==> src/rtl/id_ex_elastic_reg_if.sv <==
// Valid/ready stream bundle carrying decoded payload and control between pipeline stages.
// The producer side uses the master modport and the consumer side uses the slave modport.
interface id_ex_elastic_reg_if #(
   parameter int PAYLOAD_W = 133,
   parameter int CTRL_W    = 7
);
   logic                 valid;
   logic                 ready;
   logic [PAYLOAD_W-1:0] payload;
   logic [CTRL_W-1:0]    ctrl;

   modport master (output valid, output payload, output ctrl, input ready);
   modport slave  (input valid, input payload, input ctrl, output ready);
endinterface

==> src/rtl/id_ex_elastic_reg.sv <==
// Decode->Execute elastic pipeline register: a main entry plus a skid entry, with a registered in_ready and a synchronous flush.
// Define STAGE_PERF_EN to add the saturating stall_cnt/bubble_cnt performance counters.
module id_ex_elastic_reg #(
   parameter int                       PAYLOAD_W   = 133,
   parameter int                       CTRL_W      = 7,
   parameter logic [PAYLOAD_W-1:0]     RESET_VALUE = '0,
   parameter logic [CTRL_W-1:0]        CTRL_BUBBLE = '0
`ifdef STAGE_PERF_EN
   , parameter int                     CNT_W       = 32
`endif
) (
   input  logic                clk,
   input  logic                rst_n,
   input  logic                flush,
`ifdef STAGE_PERF_EN
   output logic [CNT_W-1:0]    stall_cnt,
   output logic [CNT_W-1:0]    bubble_cnt,
`endif
   id_ex_elastic_reg_if.slave  in_if,
   id_ex_elastic_reg_if.master out_if
);

   typedef enum logic [1:0] {EMPTY, ONE, FULL} state_e;

   state_e               state_q, state_d;
   logic                 in_ready_q, in_ready_d;
   logic                 out_valid_q, out_valid_d;
   logic [PAYLOAD_W-1:0] main_payload_q, main_payload_d;
   logic [CTRL_W-1:0]    main_ctrl_q, main_ctrl_d;
   logic [PAYLOAD_W-1:0] skid_payload_q, skid_payload_d;
   logic [CTRL_W-1:0]    skid_ctrl_q, skid_ctrl_d;
   logic                 in_fire, out_fire;

   assign in_fire  = in_if.valid & in_ready_q;
   assign out_fire = out_valid_q & out_if.ready;

   // Flush overrides every transition; a simultaneous out_fire has already been seen by EX.
   always_comb begin
      state_d        = state_q;
      in_ready_d     = in_ready_q;
      main_payload_d = main_payload_q;
      main_ctrl_d    = main_ctrl_q;
      skid_payload_d = skid_payload_q;
      skid_ctrl_d    = skid_ctrl_q;
      unique case (state_q)
         EMPTY: begin
            in_ready_d = 1'b1;
            if (in_fire) begin
               state_d        = ONE;
               main_payload_d = in_if.payload;
               main_ctrl_d    = in_if.ctrl;
            end
         end
         ONE: begin
            if (in_fire && out_fire) begin
               main_payload_d = in_if.payload;
               main_ctrl_d    = in_if.ctrl;
            end else if (in_fire) begin
               state_d        = FULL;
               skid_payload_d = in_if.payload;
               skid_ctrl_d    = in_if.ctrl;
               in_ready_d     = 1'b0;
            end else if (out_fire) begin
               state_d = EMPTY;
            end
         end
         FULL: begin
            if (out_fire) begin
               state_d        = ONE;
               main_payload_d = skid_payload_q;
               main_ctrl_d    = skid_ctrl_q;
               in_ready_d     = 1'b1;
            end
         end
         default: state_d = EMPTY;
      endcase
      if (flush) begin
         state_d        = EMPTY;
         main_payload_d = RESET_VALUE;
         main_ctrl_d    = CTRL_BUBBLE;
         in_ready_d     = 1'b1;
      end
      out_valid_d = (state_d != EMPTY);
   end

   always_ff @(posedge clk or negedge rst_n) begin
      if (!rst_n) begin
         state_q        <= EMPTY;
         in_ready_q     <= 1'b0;
         out_valid_q    <= 1'b0;
         main_payload_q <= RESET_VALUE;
         main_ctrl_q    <= CTRL_BUBBLE;
         skid_payload_q <= RESET_VALUE;
         skid_ctrl_q    <= CTRL_BUBBLE;
      end else begin
         state_q        <= state_d;
         in_ready_q     <= in_ready_d;
         out_valid_q    <= out_valid_d;
         main_payload_q <= main_payload_d;
         main_ctrl_q    <= main_ctrl_d;
         skid_payload_q <= skid_payload_d;
         skid_ctrl_q    <= skid_ctrl_d;
      end
   end

   assign in_if.ready    = in_ready_q;
   assign out_if.valid   = out_valid_q;
   assign out_if.payload = main_payload_q;
   assign out_if.ctrl    = out_valid_q ? main_ctrl_q : CTRL_BUBBLE;

`ifdef STAGE_PERF_EN
   logic [CNT_W-1:0] stall_cnt_q, stall_cnt_d;
   logic [CNT_W-1:0] bubble_cnt_q, bubble_cnt_d;

   // Counters saturate at all-ones and survive flush; only rst_n clears them.
   always_comb begin
      stall_cnt_d  = stall_cnt_q;
      bubble_cnt_d = bubble_cnt_q;
      if (out_valid_q && !out_if.ready && (stall_cnt_q != '1))
         stall_cnt_d = stall_cnt_q + CNT_W'(1);
      if (!out_valid_q && (bubble_cnt_q != '1))
         bubble_cnt_d = bubble_cnt_q + CNT_W'(1);
   end

   always_ff @(posedge clk or negedge rst_n) begin
      if (!rst_n) begin
         stall_cnt_q  <= '0;
         bubble_cnt_q <= '0;
      end else begin
         stall_cnt_q  <= stall_cnt_d;
         bubble_cnt_q <= bubble_cnt_d;
      end
   end

   assign stall_cnt  = stall_cnt_q;
   assign bubble_cnt = bubble_cnt_q;
`endif

endmodule

==> src/flat_wrapper.sv <==
// flat-port wrapper written by rule: the top's interface ports become plain ports
module id_ex_elastic_reg_flat 
#(
   parameter int                       PAYLOAD_W   = 133,
   parameter int                       CTRL_W      = 7,
   parameter logic [PAYLOAD_W-1:0]     RESET_VALUE = '0,
   parameter logic [CTRL_W-1:0]        CTRL_BUBBLE = '0

)
  (clk, rst_n, flush, in_if_valid, in_if_payload, in_if_ctrl, in_if_ready, out_if_valid, out_if_payload, out_if_ctrl, out_if_ready);
  id_ex_elastic_reg_if #(.PAYLOAD_W(PAYLOAD_W), .CTRL_W(CTRL_W)) in_if_i ();
  id_ex_elastic_reg_if #(.PAYLOAD_W(PAYLOAD_W), .CTRL_W(CTRL_W)) out_if_i ();
  input  logic clk;
  input  logic rst_n;
  input  logic flush;
  input wire logic [$bits(in_if_i.valid)-1:0] in_if_valid;
  input wire logic [$bits(in_if_i.payload)-1:0] in_if_payload;
  input wire logic [$bits(in_if_i.ctrl)-1:0] in_if_ctrl;
  output wire logic [$bits(in_if_i.ready)-1:0] in_if_ready;
  output wire logic [$bits(out_if_i.valid)-1:0] out_if_valid;
  output wire logic [$bits(out_if_i.payload)-1:0] out_if_payload;
  output wire logic [$bits(out_if_i.ctrl)-1:0] out_if_ctrl;
  input wire logic [$bits(out_if_i.ready)-1:0] out_if_ready;
  assign in_if_i.valid = in_if_valid;
  assign in_if_i.payload = in_if_payload;
  assign in_if_i.ctrl = in_if_ctrl;
  assign in_if_ready = in_if_i.ready;
  assign out_if_valid = out_if_i.valid;
  assign out_if_payload = out_if_i.payload;
  assign out_if_ctrl = out_if_i.ctrl;
  assign out_if_i.ready = out_if_ready;
  id_ex_elastic_reg #(.PAYLOAD_W(PAYLOAD_W), .CTRL_W(CTRL_W), .RESET_VALUE(RESET_VALUE), .CTRL_BUBBLE(CTRL_BUBBLE)) u_core (.clk(clk), .rst_n(rst_n), .flush(flush), .in_if(in_if_i), .out_if(out_if_i));
endmodule
==> config.mk <==
export PLATFORM = sky130hd
export DESIGN_NAME = id_ex_elastic_reg_flat
export DESIGN_NICKNAME = d
export VERILOG_FILES = /design/src/rtl/id_ex_elastic_reg_if.sv /design/src/rtl/id_ex_elastic_reg.sv /design/src/flat_wrapper.sv
export SDC_FILE = /design/constraint.sdc
export NUM_CORES = 1
export LEC_CHECK = 0
export BUFFER_PORTS_ARGS = -buffer_cell sky130_fd_sc_hd__buf_2
export CAP_MARGIN = 40
export CORE_ASPECT_RATIO = 0.75
export CORE_UTILIZATION = 50
export DETAILED_ROUTE_END_ITERATION = 6
export PLACE_DENSITY_LB_ADDON = 0.1
export SLEW_MARGIN = 20
export SYNTH_ARGS = -nofsm -noshare
export SYNTH_HDL_FRONTEND = slang
export SYNTH_SLANG_ARGS = --single-unit
==> constraint.sdc <==
create_clock -name clk -period 5.35 [get_ports clk]
set_input_delay 0.8025 -clock clk [delete_from_list [all_inputs] [get_ports clk]]
set_output_delay 0.8025 -clock clk [all_outputs]
set_load 0.02 [all_outputs]
# --- Word level (Yosys, flattened, before mapping) ---
# Cells that the tools add are included.
# W data, S select, Z words.
word_totals:
  input_bits: 145
  reg_bits: 284
  wordCells: 47
  out_inout_bits: 142
classes:
  bitwise_logic: 3
  eq_ne: 7
  n_reduce_logical: 7
  mux: 23
ops:
  columns: ["op", "n"]
  rows:
  - ["$mux W133", 4]
  - ["$pmux W133 S3", 1]
  - ["$mux W7", 5]
  - ["$pmux W7 S3", 1]
  - ["$mux W2", 6]
  - ["$ne A3 B2 Y1 const B", 4]
  - ["$reduce_and A4 Y1", 2]
  - ["$pmux W2 S3", 1]
  - ["$mux W1", 4]
  - ["$reduce_bool A4 Y1", 1]
  - ["$ne A3 B3 Y1 const B", 1]
  - ["$pmux W1 S3", 1]
  - ["$reduce_and A3 Y1", 1]
  - ["$and A1 B1 Y1", 2]
  - ["$eq A2 B1 Y1 const B", 1]
  - ["$eq A2 B2 Y1 const B", 1]
  - ["$logic_not A2 Y1", 1]
  - ["$reduce_bool A2 Y1", 1]
  - ["$logic_and A1 B1 Y1", 1]
  - ["$not A1 Y1", 1]

# --- Depth between registers and ports, before layout ---
# Gate-level depths: netlist (run 1).
depth:
  word_depth: 7
  depth_mapped: 8
  mapped_depth_nobuf: 3

# --- Worst setup path before layout (run 1) ---
# Ideal clock, no wire load.
synth_timing:
  path_kind: "input port to flip-flop"
  start: "input in_if_valid"
  end: "register u_core.main_payload_q[40], in the netlist u_core.out_if.payload[40]"
  setup_ns: 0.150
  t_arrival_ns: 2.036
  required_ns: 5.200
  path_buffers: 5
  slack_ns: 3.165
  stages: 8
  path_cell_list: "nor4bb_1 clkbuf_1 buf_2 a211o_1 buf_2 buf_6 buf_6 a211oi_2"
synth_via:
  elab_chain_len: 4
  elab_cells_between_ends: 5
  classes_between: "2 x eq/ne; 1 x bitwise; 2 x reduce/logical"
synth_lines:
  columns: ["element", "line", "rtl"]
  rows:
  - ["start: declaration", "flat_wrapper.sv:16", "input wire logic [$bits(in_if_i.valid)-1:0] in_if_valid;"]
  - ["$and A1 B1 Y1 *", "id_ex_elastic_reg.sv:34", "assign in_fire = in_if.valid & in_ready_q;"]
  - ["$logic_and A1 B1 Y1", "id_ex_elastic_reg.sv:55", "if (in_fire && out_fire) begin"]
  - ["$ne A3 B2 Y1 (no source line)", null, null]
  - ["$reduce_and A4 Y1 (no source line) *", null, null]
  - ["end signal: assignment", "id_ex_elastic_reg.sv:99", "main_payload_q <= main_payload_d;"]
  - ["end: declaration", "id_ex_elastic_reg.sv:28", "logic [PAYLOAD_W-1:0] main_payload_q, main_payload_d;"]
# Every way passes the cells marked *; elsewhere a longest branch is shown, timed or not.
# A chain may end at the register's enable or synchronous reset.

# --- Final worst setup path (run 1) ---
layout_timing:
  start: "register u_core.state_q[1]"
  end: "register u_core.main_payload_q[46], in the netlist u_core.out_if.payload[46]"
layout_via:
  elab_chain_len: 3
  elab_cells_between_ends: 10
  classes_between: "5 x eq/ne; 2 x mux; 3 x reduce/logical"
layout_lines:
  columns: ["element", "line", "rtl"]
  rows:
  - ["start: declaration", "id_ex_elastic_reg.sv:25", "state_e state_q, state_d;"]
  - ["start signal: assignment", "id_ex_elastic_reg.sv:96", "state_q <= state_d;"]
  - ["$eq A2 B1 Y1, or another cell as far along", "id_ex_elastic_reg.sv:45", "unique case (state_q)"]
  - ["$ne A3 B2 Y1 (no source line), or another cell as far along", null, null]
  - ["$reduce_and A4 Y1 (no source line) / $mux W133 (equally long branches)", null, null]
# Several ways; a longest one is shown, not always the timed one.

==> summary.md, run 1 <==
| Metric | Value |
|---|---|
| Final HPWL DP | `20900 µm` |
| FP Rows | `52` |
| Grt met2 use | `37.8%` |
| Cell-by-cell trace of the critical path | `nor4bb_4, buf_4, buf_4, a2111oi_0, a211oi_2` |
| Final WS setup | `approximately 2.5 ns` |
| Gr busiest metal | `met2` |
| Post-route ant nets | `0` |
| Gr ovfl total | `0` |
| Worst hold path class | `input port to asynchronous set/reset pin` |
| Outcome | `finished clean` |
| Vias | `9752` |
| Buffers on Ports | `286` |
| Vias per cell | `6.13` |
| Die area | `28200 µm²` |
| # nets final | `1355` |
| Clock buffer count from CTS | `29` |
| Worst skew pair latency | `0.54 ns` |
| Most frequent cell on the critical path | `buf_4` |
| Unrepaired setup endpoints after global routing | `false` |
| Routability Congestion | `0.756` |
| Global Route Usage Sum | `25.1%` |
| EDFF count, synth | `0` |
| Hold buffers post-CTS | `0` |
| Inst Count DP | `1529` |
| CP startpoint kind | `register` |
| Placed instance area | `15200 µm²` |
| Worst Clk Skew | `0.0134 ns` |
| Top FF cell, synth | `dfrtp_1` |
| Met1 Use GR | `36.7%` |
| Register area share after synthesis | `51.6%` |
| Layout cells sized above 1 | `between 40 and 50%` |
| Post-CTS setup buffer count | `0` |
| Final Hold Viols | `0` |
| Average size of a mapped cell | `13.7 µm²` |
| Die W | `between 150 and 200 µm` |
| First-pass GRT wire length | `about 57000 µm` |
| Fin crit share | `53.6%` |
| Clock edge transition at the registers on the reported setup and hold paths | `0.06 ns` |
| Syn_nets | `1150` |
| Synth cell count leaders | `284 x dfrtp_1, 140 x a2111oi_0, 140 x mux2i_1` |
| CP required | `approximately 5.8 ns` |
| Global Route met3 Usage | `6.05%` |
| Initial antenna violation count | `10` |
| CTS tree | `yes` |
| Maximum fanout along the worst path | `82` |
| DRC | `0` |
| CTS H-tree depth | `1` |
| Leading area contributor after synthesis | `dfrtp_1` |
| Initial DRT Pass Iterations | `5` |
| Ys async rst share | `100%` |
| Post-CTS sizing | `0` |
| Warnings, synthesis | `0` |
| CP Class | `register to register` |
| Crit path DAT | `3.31 ns` |
| Largest net degree at the start of global routing | `approximately 130` |
| I/O pins | `roughly 290` |
| Final max-slew violation count | `0` |
| Final setup TNS | `0 ns` |
| Longest Clk Path Bufs | `3` |
| Final setup violation count | `0` |
| Fillcell total | `2236` |
| Dpl ws | `approximately 2.1 ns` |
| CP max-delay cell | `buf_4` |
| Critical Path End Type | `register` |
| Register bit total from synthesis | `~280` |
| Peak supply drop | `0.234 mV` |
| Cell Area, Synth | `13800 µm²` |
| Die H | `146 µm` |
| Actual slew at the worst max-slew pin | `0.866 ns` |
| Post-synthesis cell type count | `27` |
| Vias in the first global route | `9769` |
| Clk sinks | `~280` |
| Final WL | `~36000 µm` |
| Core Region | `27000 µm²` |
| Crit-path max cell delay | `around 0.73 ns` |
| Starting density of the core | `51.0%` |
| Tmin final | `~2.9 ns` |
| P per Cell Area | `402 nW/µm²` |
| Iter 0 DRT Violations | `just under 500` |
| Largest cells by area after synthesis | `dfrtp_1 52%, mux2i_1 10%, a211oi_2 9.1%` |
| DR WL/cell | `22.5 µm` |
| Mapped Cells | `1005` |
| Root buf cell | `clkbuf_16` |
| Finished Layout Cells | `1592` |
| Slew Limit Headroom | `42.3%` |
| Design area | `16200 µm²` |
| MaxCap Viol Count | `0` |
| Pleak | `between 6 and 7 nW` |
| Peak Freq | `approximately 0.35 GHz` |
| Area Overhead vs Synth | `17.9%` |
| Top-area cell type share of the netlist area | `51.6%` |
| Most numerous cell in the Yosys netlist | `dfrtp_1` |
[worst max-delay path, delay by kind of cell (launching register included)]
family          cells  cell delay (ns)
compound gates      2             0.47
buf+inv             2             1.41
flops               1             0.52
simple gates        1             0.35
[layout make-up]
class / count / area (µm²) / area share [%]
well taps: 351 / 439 / 2.71
multi-input cells: 592 / 6010 / 37.0
flip-flops and latches: 284 / 7110 / 43.8
clock inverters: 11 / 155 / 0.956
repair buffers: 302 / 1680 / 10.3
inverters: 1 / 6.26 / 0.0386
diodes: 9 / 22.5 / 0.139
clock buffers: 42 / 815 / 5.02
[metrics by stage]
stage	hold WS [ns]	total power [mW]	util, %
2_1_floorplan	0.464	4.02	-
3_3_place_gp	0.473	4.43	56.1
3_5_place_dp	0.481	4.50	56.3
4_1_cts	0.288	6.59	59.9
5_1_grt	0.303	6.87	60.1
6_report	0.264	6.53	60.1
[routing by layer]
metal	vias to the layer above	routed length, µm
li1	4406	-
met1	5011	16300
met2	274	16300
met3	55	2430
met4	6	689
met5	-	35
[kinds of logic after synthesis]
family / count (synthesis) / synth area share (%)
mux: 280 / 21.6
compound gates: 291 / 20.6
simple gates: 21 / 1.06
buf+inv: 129 / 5.04
flops: 284 / 51.6
[sequential cells by signal, summed over array words and instances (netlist names)]
signal	count
u_core.skid_payload_q	133
u_core.in_if.ready	1
u_core.state_q	2
u_core.main_ctrl_q	7
u_core.out_if.payload	133
u_core.out_if.valid	1
u_core.skid_ctrl_q	7
[report_power, final]
| part | internal, mW | leakage, nW | switching, mW |
|---|---|---|---|
| clock | 1.24 | 0.481 | 0.836 |
| combinational | 0.641 | 2.79 | 0.817 |
| sequential | 2.71 | 3.54 | 0.280 |
| total | 4.60 | 6.82 | 1.93 |
[cell usage in the layout (no fill, tap or decap), types with 9 or more instances in the layout]
| cell | count |
|---|---|
| a2111oi_0 | 140 |
| a211oi_1 | 40 |
| a211oi_2 | 100 |
| and2_1 | 9 |
| buf_2 | 284 |
| buf_4 | 9 |
| clkbuf_1 | 9 |
| clkbuf_16 | 29 |
| dfrtp_1 | 284 |
| diode_2 | 9 |
| mux2_1 | 100 |
| mux2_2 | 40 |
| mux2i_1 | 140 |
[final timing paths]
path | to | cells past startpoint | slack (ns) | start
setup / recovery | u_core.out_if.payload[46] | 5 | 2.48 | u_core.state_q[1]
hold / removal | u_core.out_if.payload[95] | 1 | 0.26 | rst_n
setup reg to reg | u_core.out_if.payload[46] | 5 | 2.48 | u_core.state_q[1]
hold reg to reg | u_core.skid_payload_q[36] | 1 | 0.49 | u_core.skid_payload_q[36]
max in group asynchronous | u_core.out_if.payload[36] | 2 | 3.89 | rst_n
min in group clk | u_core.skid_payload_q[23] | 2 | 0.48 | in_if_payload[23]
Power figures use the tool's default switching activity.
==> run 2, diff against run 1 <==
Clock period 5.35 ns to 2.9 ns, I/O delays scaled along.
==> run 2 against run 1 <==
  * Critical endpoint is now u_core.out_if.payload[30]
  * Sequential share of layout area is 1.0 points lower
  * Critical path depth stayed put
  * Clock power up 76%
  * Routed wire length grew 1.7%
  * Setup slack got worse by 1.8 ns
==> summary.md, run 2 (synthesized netlist as in run 1, its figures left out) <==
| Metric | Value |
|---|---|
| # nets final | `1389 (+2.5%)` |
| Vias | `9811 (+0.61%)` |
| Fin crit share | `77.5% (+24 points)` |
| Area Overhead vs Synth | `20.8%` |
| Final Hold Viols | `0 (unchanged)` |
| Final WL | `36400 µm (+1.7%)` |
| Core Region | `27000 µm² (unchanged)` |
| I/O pins | `287 (unchanged)` |
| Net Switching | `3.61 mW (+87%)` |
| Slew Limit Headroom | `46.7% (+4.5 points)` |
| CTS tree | `yes` |
| Clock edge transition at the registers on the reported setup and hold paths | `0.06 ns (about the same)` |
| Peak supply drop | `0.531 mV (+130%)` |
| Hold buffers post-CTS | `1 (+1)` |
| Final setup violation count | `0 (unchanged)` |
| Outcome | `finished clean` |
| Worst hold path class | `input port to register` |
| Root buf cell | `clkbuf_16` |
| Largest net degree at the start of global routing | `72 (-46%)` |
| Initial antenna violation count | `6 (-4)` |
| Worst skew pair latency | `0.56 ns (+0.02 ns)` |
| Vias in the first global route | `10072 (+3.1%)` |
| Starting density of the core | `51.0% (unchanged)` |
| Total power | `12.0 mW (+83%)` |
| Die area | `28200 µm² (unchanged)` |
| Cell Int Power | `8.36 mW (+82%)` |
| Finished Layout Cells | `1619 (+1.7%)` |
| CP max-delay cell | `and4b_4` |
| DRC | `0 (unchanged)` |
| Clock power share | `30.5% (-1.4 points)` |
| Buffers on Ports | `286 (unchanged)` |
| Unrepaired setup endpoints after global routing | `false` |
| FP Rows | `52 (unchanged)` |
| P per Cell Area | `720 nW/µm² (+79%)` |
| Routability Congestion | `0.764 (+1.0%)` |
| Post-CTS setup buffer count | `0 (unchanged)` |
| CTS H-tree depth | `1 (unchanged)` |
| Vias per cell | `6.06 (-1.1%)` |
| CP Class | `register to register` |
| Pleak | `7.02 nW (+2.9%)` |
| Commonest cells after routing, fill and taps aside | `284 x buf_2, 284 x dfrtp_1, 140 x mux2i_1, 140 x a2111oi_0` |
| Final max-slew violation count | `0 (unchanged)` |
| Post-CTS sizing | `0 (unchanged)` |
| Die W | `194 µm (unchanged)` |
| Gr ovfl total | `0 (unchanged)` |
| Flop pwr share | `46.2% (+0.4 points)` |
| Post-route ant nets | `0 (unchanged)` |
| MaxCap Viol Count | `0 (unchanged)` |
| Worst Clk Skew | `0.0152 ns (+0.00181 ns)` |
| Placed instance area | `15700 µm² (+3.1%)` |
| Tmin final | `2.25 ns (-0.621 ns)` |
| Clock buffer count from CTS | `30 (+3.4%)` |
| Longest Clk Path Bufs | `3 (unchanged)` |
| Die H | `146 µm (unchanged)` |
| Final WS setup | `0.654 ns (-1.83 ns)` |
| Initial DRT Pass Iterations | `4 (-1)` |
| Crit path DAT | `2.71 ns (-0.60 ns)` |
| Actual slew at the worst max-slew pin | `0.797 ns (-0.0687 ns)` |
| Crit-path max cell delay | `0.72 ns (about the same)` |
| Inst Count DP | `1562 (+2.2%)` |
| Dpl ws | `0.685 ns (-1.41 ns)` |
| Critical Path End Type | `register` |
| Switch share | `30.2% (+0.58 points)` |
| Iter 0 DRT Violations | `505 (+5.0%)` |
| First-pass GRT wire length | `58200 µm (+2.2%)` |
| Cell-by-cell trace of the critical path | `and4b_4, buf_12, buf_4, a2111oi_0, a211oi_1` |
| Global Route Usage Sum | `25.6% (+0.47 points)` |
| Design area | `16600 µm² (+2.4%)` |
| Clk sinks | `284 (unchanged)` |
| Combinational share of power | `23.2% (+0.9 points)` |
| Peak Freq | `0.445 GHz (+28%)` |
| Maximum fanout along the worst path | `45 (-45%)` |
| Final setup TNS | `0 ns (unchanged)` |
| CP startpoint kind | `register` |
| CP required | `3.36 ns (-2.44 ns)` |
| Final HPWL DP | `22800 µm (+9.3%)` |
| Layout cells sized above 1 | `41.4% (+1.4 points)` |
| DR WL/cell | `22.5 µm (about the same)` |
==> run 2: changes by cell type in the layout (fill, tap and decap cells not counted), sizes merged <==
cell | before | now
buf | 302 | 334
clkbuf | 42 | 47
diode | 9 | 4
bufinv | 4 | 0
clkinv | 7 | 5
dlygate4sd3 | 0 | 1
==> run 2: power by group through the flow <==
| stage | logic (mW) | clock network [mW] | registers (mW) |
|---|---|---|---|
| final | 2.78 | 3.66 | 5.53 |
| after global routing | 3.01 | 3.89 | 5.65 |
| after CTS | 2.82 | 3.75 | 5.53 |
| after detailed placement | 2.81 | 0 | 5.59 |
| after global placement | 2.72 | 0 | 5.54 |
| after floorplan | 1.66 | 0 | 5.76 |
==> run 2: critical path, delay by kind of cell, from the launching register on <==
kind / cells / cell delay [ns]
AOI/OAI and AO/OA: 2 / 0.33
buffers and inverters: 2 / 0.49
DFF: 1 / 0.59
and+or+nand+nor: 1 / 0.72
==> run 2: worst paths after layout <==
path                            slack [ns]                       from  depth (start not counted)                    endpoint
worst min register to register        0.49  u_core.skid_payload_q[14]                          1   u_core.skid_payload_q[14]
worst max-delay path                  0.65          u_core.state_q[1]                          5   u_core.out_if.payload[30]
worst max register to register        0.65          u_core.state_q[1]                          5   u_core.out_if.payload[30]
max in group asynchronous             1.61                      rst_n                          4   u_core.skid_payload_q[82]
min in group asynchronous             0.48                      rst_n                          2  u_core.skid_payload_q[101]
worst min-delay path                   0.1         in_if_payload[129]                          2  u_core.skid_payload_q[129]
==> run 2: area by class of cell <==
cell class              instances  area [µm²]
fillers                      2163       10400
flip-flops and latches        284        7110
multi-input cells             592        6010
repair buffers                335        2130
clock buffers                  47         896
well taps                     351         439
clock inverters                 5        28.8
diodes                          4        10.0
inverters                       1        6.26
==> run 2: per-layer routing <==
| layer | GRT usage (%) | share of wire, % | up-vias |
|---|---|---|---|
| met1 | 36.9 | 46 | 5017 |
| met2 | 39.2 | 46 | 270 |
| met3 | 6.30 | 6.8 | 51 |
| li1 | - | - | 4467 |
| met5 | 0.673 | 0.10 | - |
| met4 | 5.44 | 1.8 | 6 |
==> run 2: metrics by stage <==
stage | hold WS [ns] | util [%]
final | 0.0956 | 61.6
after global routing | 0.0875 | 61.5
after CTS | 0.0725 | 61.5
after detailed placement | 0.473 | 58.1
after global placement | 0.473 | 58.1
after floorplan | 0.139 | -
==> run 3, diff against run 2 <==
Clock period 2.9 ns to 2.07 ns, I/O delays scaled along.
==> run 3 against run 2 <==
  * Maximum frequency rose by 14%
  * Register-to-register slack got worse by 0.56 ns
  * Hold slack got worse by 0.076 ns
  * Final area rose by 6.2%
  * Die area did not move
  * Clock-buffer cell count fell by 2
  * Routed wire length rose by 1.1%
  * Sequential share of layout area fell by 2.5 points
  * Setup slack got worse by 0.56 ns
  * Clock power rose by 41%
  * Sequential power rose by 40%
  * Critical path type unchanged
  * Critical endpoint is now u_core.out_if.payload[44]
==> summary.md, run 3 (synthesized netlist as in run 1, its figures left out) <==
| Metric | Value |
|---|---|
| Crit path DAT | `2.36 ns (-0.35 ns)` |
| Buffers on Ports | `286 (unchanged)` |
| Fin crit share | `95.3% (+18 points)` |
| Slew Limit Headroom | `52.8% (+6.0 points)` |
| Pleak | `7.45 nW (+6.1%)` |
| DR WL/cell | `21.5 µm (-4.5%)` |
| Unrepaired setup endpoints after global routing | `false` |
| Reg2reg path depth | `4 (-1)` |
| Root buf cell | `clkbuf_16` |
| Core Region | `27000 µm² (unchanged)` |
| Critical Path End Type | `register` |
| Final max-slew violation count | `0 (unchanged)` |
| P per Cell Area | `963 nW/µm² (+34%)` |
| Gr ovfl total | `0 (unchanged)` |
| Die H | `146 µm (unchanged)` |
| CP Class | `register to register` |
| Initial DRT Pass Iterations | `5 (+1)` |
| # nets final | `1488 (+7.1%)` |
| First-pass GRT wire length | `60200 µm (+3.4%)` |
| Placed instance area | `15700 µm² (-0.13%)` |
| Hold Crit Depth | `2 (unchanged)` |
| Die area | `28200 µm² (unchanged)` |
| Vias in the first global route | `10880 (+8.0%)` |
| Final WL | `36800 µm (+1.1%)` |
| Worst hold path class | `input port to register` |
| Peak supply drop | `0.670 mV (+26%)` |
| Register area | `7110 µm² (unchanged)` |
| Worst skew pair latency | `0.54 ns (-0.02 ns)` |
| CTS H-tree depth | `1 (unchanged)` |
| Final HPWL DP | `22100 µm (-3.4%)` |
| CTS tree | `yes` |
| Die W | `194 µm (unchanged)` |
| Final WS setup | `0.0977 ns (-0.556 ns)` |
| Final Hold Viols | `0 (unchanged)` |
| CP startpoint kind | `register` |
| Maximum fanout along the worst path | `28 (-38%)` |
| Iter 0 DRT Violations | `533 (+5.5%)` |
| Starting density of the core | `51.0% (unchanged)` |
| Dpl ws | `0.146 ns (-0.538 ns)` |
| Clock buffer count from CTS | `29 (-3.3%)` |
| Largest net degree at the start of global routing | `87 (+21%)` |
| DRC | `0 (unchanged)` |
| MaxCap Viol Count | `0 (unchanged)` |
| Final setup violation count | `0 (unchanged)` |
| Commonest cells after routing, fill and taps aside | `284 x buf_2, 284 x dfrtp_1, 140 x mux2i_1, 138 x a2111oi_0, 105 x dlygate4sd3_1` |
| Routability Congestion | `0.795 (+4.1%)` |
| Actual slew at the worst max-slew pin | `0.691 ns (-0.106 ns)` |
| Initial antenna violation count | `1 (-5)` |
| FP Rows | `52 (unchanged)` |
| CP required | `2.46 ns (-0.90 ns)` |
| Post-layout util | `65.4% (+3.8 points)` |
| Area of the multi-input gates | `6010 µm² (about the same)` |
| Fillcell total | `2045 (-5.5%)` |
| Vias | `10237 (+4.3%)` |
| I/O pins | `287 (unchanged)` |
| Post-route ant nets | `0 (unchanged)` |
| Clock edge transition at the registers on the reported setup and hold paths | `0.06 ns (about the same)` |
| Area Overhead vs Synth | `28.3%` |
| Peak Freq | `0.507 GHz (+14%)` |
| Longest Clk Path Bufs | `3 (unchanged)` |
| Vias per cell | `5.97 (-1.4%)` |
| Outcome | `finished clean` |
| Tmin final | `1.97 ns (-0.274 ns)` |
| Design area | `17700 µm² (+6.2%)` |
| Worst Clk Skew | `0.00606 ns (-0.00912 ns)` |
| Clk sinks | `284 (unchanged)` |
| Global Route Usage Sum | `26.3% (+0.66 points)` |
| Final setup TNS | `0 ns (unchanged)` |
| Layout cells sized above 1 | `38.2% (-3.2 points)` |
-- run 3: final timing paths --
check                                              to  slack, ns                 startpoint
max                         u_core.out_if.payload[44]        0.1         u_core.in_if.ready
min                         u_core.skid_payload_q[91]       0.02          in_if_payload[91]
max reg2reg                 u_core.out_if.payload[44]        0.1         u_core.in_if.ready
min reg2reg                 u_core.skid_payload_q[39]       0.49  u_core.skid_payload_q[39]
max in group asynchronous  u_core.out_if.payload[120]       1.08                      rst_n
min in group asynchronous   u_core.skid_payload_q[92]       0.25                      rst_n
-- run 3: through the flow --
stage	std cells	hold WS, ns	total power, mW
after floorplan	1005	0.0149	10.4
after global placement	1556	0.227	11.6
after detailed placement	1556	0.230	11.8
after CTS	1711	0.00101	17.1
after global routing	1714	0.00381	17.9
final	1714	0.0195	17.0
-- run 3: what timing repair did --
action,CTS,global route
endpoints found under the setup margin,0,3
resized for setup,0,2
buffers inserted,0,2
hold buffers,105,0
endpoints found under the hold margin,136,0
-- run 3: worst max-delay path, cell delays in order, from the launching register on --
cell	delay, ns
dfrtp_1	0.47
and4_4	0.35
buf_12	0.21
a2111oi_0	0.67
a211oi_2	0.10
-- run 3: routing by layer --
| layer | up-vias | global-route usage [%] | part of all wire (%) |
|---|---|---|---|
| met5 | - | 0 | 0 |
| met4 | 0 | 6.00 | 2.2 |
| met3 | 55 | 5.45 | 5.5 |
| met2 | 261 | 41.8 | 46 |
| met1 | 5258 | 37.0 | 46 |
| li1 | 4663 | - | - |
-- run 3: final cells by class --
cell class              count  area share [%]
flip-flops and latches    284            40.3
multi-input cells         592            34.0
repair buffers            435            17.9
clock buffers              45            4.96
well taps                 351            2.49
clock inverters             5           0.283
inverters                   1          0.0354
diodes                      1          0.0142
-- run 3: power breakdown --
| part | switching (mW) | internal (mW) |
|---|---|---|
| clock network | 2.17 | 3.00 |
| logic | 2.18 | 1.90 |
| registers | 0.740 | 7.01 |
| total | 5.09 | 11.9 |
